==> config.mk <==
export PLATFORM = sky130hd
export DESIGN_NAME = spi_pixel_loader
export DESIGN_NICKNAME = d
export VERILOG_FILES = /design/src/rtl/spi_pixel_loader.sv
export SDC_FILE = /design/constraint.sdc
export NUM_CORES = 1
export LEC_CHECK = 0
export ABC_CLOCK_PERIOD_IN_PS = 2920
export CAP_MARGIN = 10
export CORE_UTILIZATION = 55
export CTS_CLUSTER_DIAMETER = 200
export DETAILED_ROUTE_END_ITERATION = 8
export PLACE_DENSITY = 0.85
export SETUP_SLACK_MARGIN = 0.5
export SLEW_MARGIN = 20
export SYNTH_ARGS = -nofsm -noshare
export SYNTH_HDL_FRONTEND = slang
export SYNTH_SLANG_ARGS = --single-unit
==> constraint.sdc <==
create_clock -name clk_i -period 2.92 [get_ports clk_i]
set_clock_uncertainty 0.1 [all_clocks]
set_input_delay 0.73 -clock clk_i [delete_from_list [all_inputs] [get_ports clk_i]]
set_output_delay 0.73 -clock clk_i [all_outputs]
set_load 0.03 [all_outputs]
==> src/rtl/spi_pixel_loader.sv <==
// spi_pixel_loader: SPI mode-0 slave that fills a GRB frame buffer and hands
// frames to the ws2812 serialiser.
//   clk_i, reset_ni          system clock, async active-low reset
//   spi_sclk_i/cs_ni/mosi_i  host SPI inputs (async), spi_miso_o status out
//   data_request_i/address_i pixel read strobe and index from serialiser
//   red_o/green_o/blue_o     pixel read data, valid one cycle after request
//   start_o, busy_i          frame start strobe / serialiser busy
//   led_count_o              LEDs in frame (NUM_LEDS at a power of two reads 0)
// Optional: define SPI_PIX_BRIGHTNESS_EN for the 0x03 brightness command.
module spi_pixel_loader #(
  parameter  int NUM_LEDS          = 8,
  localparam int LED_ADDRESS_WIDTH = $clog2(NUM_LEDS)
) (
  input  logic                         clk_i,
  input  logic                         reset_ni,
  input  logic                         spi_sclk_i,
  input  logic                         spi_cs_ni,
  input  logic                         spi_mosi_i,
  output logic                         spi_miso_o,
  input  logic                         data_request_i,
  input  logic [LED_ADDRESS_WIDTH-1:0] address_i,
  output logic [7:0]                   red_o,
  output logic [7:0]                   green_o,
  output logic [7:0]                   blue_o,
  output logic                         start_o,
  input  logic                         busy_i,
  output logic [LED_ADDRESS_WIDTH-1:0] led_count_o
);

  typedef enum logic [3:0] {
    IDLE, CMD, ADDR, PIX_G, PIX_R, PIX_B, COUNT, BRIGHT, DISCARD
  } spi_state_t;

  spi_state_t state, state_next;

  logic [2:0] sclk_sync;
  logic [2:0] cs_sync;
  logic [1:0] mosi_sync;
  logic       sclk_rise, sclk_fall, cs_high, cs_fall;

  logic [2:0] bit_cnt;
  logic [6:0] shift_q;
  logic [7:0] rx_byte;
  logic       byte_done;

  logic [LED_ADDRESS_WIDTH-1:0] ptr, ptr_inc, addr_mod;
  logic [LED_ADDRESS_WIDTH-1:0] wr_addr, shadow, count_value;
  logic [7:0]                   g_q, r_q, status_q;
  logic [23:0]                  wr_data, rd_q;
  logic                         wr_en, pending, count_load;

  logic [23:0] mem [NUM_LEDS];

  // cs sync resets low so a chip select already active at reset release
  // does not look like a fresh falling edge.
  always_ff @(posedge clk_i or negedge reset_ni) begin
    if (!reset_ni) begin
      sclk_sync <= '0;
      cs_sync   <= '0;
      mosi_sync <= '0;
    end else begin
      sclk_sync <= {sclk_sync[1:0], spi_sclk_i};
      cs_sync   <= {cs_sync[1:0], spi_cs_ni};
      mosi_sync <= {mosi_sync[0], spi_mosi_i};
    end
  end

  assign sclk_rise = sclk_sync[1] & ~sclk_sync[2];
  assign sclk_fall = ~sclk_sync[1] & sclk_sync[2];
  assign cs_high   = cs_sync[1];
  assign cs_fall   = ~cs_sync[1] & cs_sync[2];
  assign rx_byte   = {shift_q, mosi_sync[1]};
  assign byte_done = sclk_rise && !cs_high && (bit_cnt == 3'd7);

  always_ff @(posedge clk_i or negedge reset_ni) begin
    if (!reset_ni) begin
      bit_cnt <= '0;
      shift_q <= '0;
    end else if (cs_high) begin
      bit_cnt <= '0;
    end else if (sclk_rise) begin
      bit_cnt <= bit_cnt + 3'd1;
      shift_q <= {shift_q[5:0], mosi_sync[1]};
    end
  end

  always_ff @(posedge clk_i or negedge reset_ni) begin
    if (!reset_ni) state <= IDLE;
    else           state <= state_next;
  end

  always_comb begin
    state_next = state;
    spi_miso_o = 1'b0;
    if (state == CMD) spi_miso_o = status_q[7];
    if (cs_high) begin
      state_next = IDLE;
    end else begin
      case (state)
        IDLE:    if (cs_fall) state_next = CMD;
        CMD: begin
          if (byte_done) begin
            case (rx_byte)
              8'h01:   state_next = ADDR;
              8'h02:   state_next = COUNT;
`ifdef SPI_PIX_BRIGHTNESS_EN
              8'h03:   state_next = BRIGHT;
`endif
              default: state_next = DISCARD;
            endcase
          end
        end
        ADDR:    if (byte_done) state_next = PIX_G;
        PIX_G:   if (byte_done) state_next = PIX_R;
        PIX_R:   if (byte_done) state_next = PIX_B;
        PIX_B:   if (byte_done) state_next = PIX_G;
        COUNT:   if (byte_done) state_next = DISCARD;
        BRIGHT:  if (byte_done) state_next = DISCARD;
        DISCARD: state_next = DISCARD;
        default: state_next = IDLE;
      endcase
    end
  end

  always_comb begin
    addr_mod = LED_ADDRESS_WIDTH'(int'(rx_byte) % NUM_LEDS);
    ptr_inc  = (ptr == LED_ADDRESS_WIDTH'(NUM_LEDS - 1)) ? '0 : ptr + LED_ADDRESS_WIDTH'(1);
    if (int'(rx_byte) > NUM_LEDS) count_value = LED_ADDRESS_WIDTH'(NUM_LEDS);
    else                          count_value = LED_ADDRESS_WIDTH'(rx_byte);
    count_load = (state == COUNT) && byte_done && (rx_byte != 8'h00);
  end

  // A COUNT landing in the same cycle as a start re-arms pending, so the
  // newer value still reaches led_count_o.
  always_ff @(posedge clk_i or negedge reset_ni) begin
    if (!reset_ni) begin
      ptr         <= '0;
      g_q         <= '0;
      r_q         <= '0;
      wr_en       <= 1'b0;
      wr_addr     <= '0;
      wr_data     <= '0;
      shadow      <= '0;
      pending     <= 1'b0;
      start_o     <= 1'b0;
      led_count_o <= '0;
      status_q    <= '0;
    end else begin
      wr_en   <= 1'b0;
      start_o <= 1'b0;
      if (byte_done) begin
        case (state)
          ADDR:  ptr <= addr_mod;
          PIX_G: g_q <= rx_byte;
          PIX_R: r_q <= rx_byte;
          PIX_B: begin
            wr_en   <= 1'b1;
            wr_addr <= ptr;
            wr_data <= {g_q, r_q, rx_byte};
            ptr     <= ptr_inc;
          end
          default: ;
        endcase
      end
      if (pending && !busy_i) begin
        start_o     <= 1'b1;
        pending     <= 1'b0;
        led_count_o <= shadow;
      end
      if (count_load) begin
        shadow  <= count_value;
        pending <= 1'b1;
      end
      if (cs_fall)                         status_q <= {6'b0, busy_i, pending};
      else if (state == CMD && sclk_fall) status_q <= {status_q[6:0], 1'b0};
    end
  end

  always_ff @(posedge clk_i) begin
    if (wr_en) mem[wr_addr] <= wr_data;
  end

  always_ff @(posedge clk_i or negedge reset_ni) begin
    if (!reset_ni)           rd_q <= '0;
    else if (data_request_i) rd_q <= mem[address_i];
  end

`ifdef SPI_PIX_BRIGHTNESS_EN
  logic [7:0] bright;

  always_ff @(posedge clk_i or negedge reset_ni) begin
    if (!reset_ni)                          bright <= 8'hFF;
    else if (state == BRIGHT && byte_done) bright <= rx_byte;
  end

  function automatic logic [7:0] scale(input logic [7:0] raw, input logic [7:0] level);
    logic [15:0] prod;
    prod = 16'(raw) * (16'(level) + 16'd1);
    return 8'(prod >> 8);
  endfunction

  always_comb begin
    green_o = scale(rd_q[23:16], bright);
    red_o   = scale(rd_q[15:8], bright);
    blue_o  = scale(rd_q[7:0], bright);
  end
`else
  always_comb begin
    green_o = rd_q[23:16];
    red_o   = rd_q[15:8];
    blue_o  = rd_q[7:0];
  end
`endif

endmodule

==> results.md <==
- Status: completed
- Vias in the first global route: approximately 6200
- Routed len/inst: ~23 um
- IO Port Bufs: 38
- Via-per-instance ratio: 5.84
- Die H: 147 um
- Gr ovfl total: 0
- Fin area: approximately 13000 um^2
- DP HPWL: around 13000 um
- Stages on worst setup path: 3
- H-tree levels: 1
- Total clock buffers created by CTS: 29
- Worst setup EP type: primary output
- Final period util: 0.832
- Area growth syn-to-layout: 16.1%
- Post-Synth Simple-Gate Area: 0.0403
- Core ar.: 20400 um^2
- Setup TNS: 0 ns
- Worst Path Required: 2.09 ns
- Crit path DAT: 1.60 ns
- Synth top cells by count: edfxtp_1 (192), dfrtp_1 (109), nor2_1 (49)
- Antenna Violating Nets Remaining: 0
- R2R depth: 7
- Post-DP Area: 12400 um^2
- Worst-case clock buffer depth: 3
- IO Count: 39
- Worst IR Drop VDD: 0.504 mV
- ANT cells: 0
- FP Rows: 52
- Initial Util: 0.568
- Fmax: 412 MHz
- Register area share after synthesis: 0.732
- Mapped Cells: 620
- Starting DRT DRC Count: 441
- Synth Flop Type: edfxtp_1
- Max incr delay on CP: between 0.4 and 0.5 ns
- CTS tree: built
- Slowest cell on the critical path: dfrtp_2
- Crit path max-delay family: simple AND/OR/NAND/NOR gates
- Routability cong.: 0.786
- Critical path class: flop to primary output
- RSZ-0062 raised after global routing: true
- Final WS setup: approximately 0.49 ns
- Final net count: 702
- Startpoint types: flop
- Post-layout util: 0.659
- Compound-Gate Fraction of Synth Area: 0.0221
- HP Class: input port to asynchronous set/reset pin
- Post-synth EDFFs: 192
- # Max-Cap Violations: 0
- WP buf/inv: 1
- Synth area leaders: edfxtp_1 (50%), dfrtp_1 (24%), mux4_2 (9.3%)
- Post-synth top area cell: edfxtp_1
- FF+latch count, synth: around 300
- Final slew viol count: 0
- Mapped Area: ~12000 um^2
- Layout cell share with drive strength beyond 1: 0.278
- Clock sink total: 301
- Max FO, Critical Path: 2
- Xor and xnor area share after synthesis: 0.00151
- Post-synth top area share: 0.497
- Via Count: roughly 5700
- Mux share of post-synthesis cell area: 0.184
- Synth Net Count: 634
- First-pass GRT wire length: 34800 um
- Top-count cell post-synth: edfxtp_1
- Cells along the critical path: nor4b_4, and2_1, buf_4
- Pre-CTS WS: 0.287 ns
- PwrDens: roughly 650 nW/um^2
- Die area: approximately 22000 um^2
- Drt first pass iters: 5
- CTS clk-pin slew, worst paths: 0.06 ns
- Library cells used by synthesis: 44
- Avg Cell Area, Syn: 18.7 um^2
- All-Layer GR Usage: 0.213
- Final min period: between 2 and 2.5 ns
- Hold_buf cts: 0
- Worst-Skew Late Latency: approximately 0.55 ns
- Post-route DRC: 0
- Static leakage: 4.91 nW
- Largest family of logic cells by synthesized area: multiplexers
- Root buffer cell: clkbuf_16
- Die X: around 150 um
- Actual slew at the worst max-slew pin: between 0.9 and 1 ns
- YS warnings: 0
- Initial antenna violation count: 0
- # setup viols final: 0
- Fin. Hold Viols: 0
- Final wirelength: 22200 um
- Ys async rst share: 0.362
- Slew HR: 0.370
- Post-Synth Adder-Cell Area: 0.00431
- Largest net degree at the start of global routing: 49
metrics by stage:
step / hold WS, ns / total power, W / cells
after CTS: 0.109 / 0.00880 / 977
final: 0.0985 / 0.00876 / 981
after detailed placement: 0.241 / 0.00512 / 920
after floorplan: 0.231 / 0.00495 / 620
after global placement: 0.232 / 0.00510 / 920
after global routing: 0.124 / 0.00901 / 981
worst register-to-register path, delay by kind of cell (launching register included):
kind	cells	cell delay [ns]
flip-flops	1	0.36
adder cells (fa/ha/maj)	2	0.34
buffers and inverters	1	0.25
multiplexers	1	0.35
AND/OR/NAND/NOR	3	0.78
area by class of cell:
cell class | instances | area, um^2
well taps | 270 | 338
repair buffers | 69 | 678
clock inverters | 8 | 128
fillers | 1338 | 6970
multi-input cells | 282 | 2970
inverters | 5 | 18.8
flip-flops and latches | 301 | 8500
clock buffers | 46 | 830
repair_timing:
action / CTS / global route
setup endpoints to repair: 9 / 19
pin swaps: 0 / 1
gates resized for setup: 20 / 18
gates cloned: 0 / 0
setup buffers: 3 / 4
layer usage:
layer | part of all wire | GRT usage | vias to the layer above
li1 | - | - | 2519
met1 | 0.41 | 0.281 | 2995
met2 | 0.52 | 0.373 | 172
met3 | 0.046 | 0.0317 | 47
met4 | 0.023 | 0.0572 | 0
met5 | 0 | 0 | -
registers in the layout, summed over array words and instances (netlist names):
register and cells:
mem 192, shift_q 7, cs_sync 3, led_count_o 3, mosi_sync 2, sclk_sync 3
bit_cnt 3, rd_q 24, start_o 1, wr_en 1, wr_data 24, r_q 8
status_q 8, shadow 3, g_q 8, pending 1, state 4, wr_addr 3
ptr 3
final timing paths:
path                                        start                      to  slack [ns]
max                          state[3]$_DFFE_PN0P_              spi_miso_o        0.49
min                                      reset_ni    rd_q[13]$_DFFE_PN0P_         0.1
max reg2reg                bit_cnt[0]$_DFFE_PN0P_      g_q[0]$_DFFE_PN0P_        0.63
min reg2reg                sclk_sync[0]$_DFF_PN0_  sclk_sync[1]$_DFF_PN0_        0.25
max in group asynchronous                reset_ni    state[3]$_DFFE_PN0P_        1.94
min in group clk_i         sclk_sync[0]$_DFF_PN0_  sclk_sync[1]$_DFF_PN0_        0.25
cells by family (layout without fill, tap and decap cells):
family          after synthesis  count (layout)
xor+xnor                      2               2
mux                         139             139
compound gates               45              45
simple gates                 92              92
fa+ha+maj                     4               4
flops                       301             301
buf+inv                      37             128
placed cells by master (no fill, tap or decap), drive strengths merged, types with 5 or more instances in the layout:
cell type and count:
nand2 8, buf 36, dlygate4sd2 8, mux2i 38
a21oi 32, clkdlybuf4s50 7, mux2 53, nor2 51
edfxtp 192, inv 6, nor3 8, clkbuf 46
nand2b 7, dlymetal6s2s 18, dfrtp 109, o21ai 5
mux4 48
where the power goes:
part	switching, W	total (W)	internal (W)
combinational	0.000211	0.000373	0.000163
clock	0.00150	0.00371	0.00221
sequential	0.000118	0.00468	0.00456
total	0.00182	0.00876	0.00694
Power figures use the tool's default switching activity.
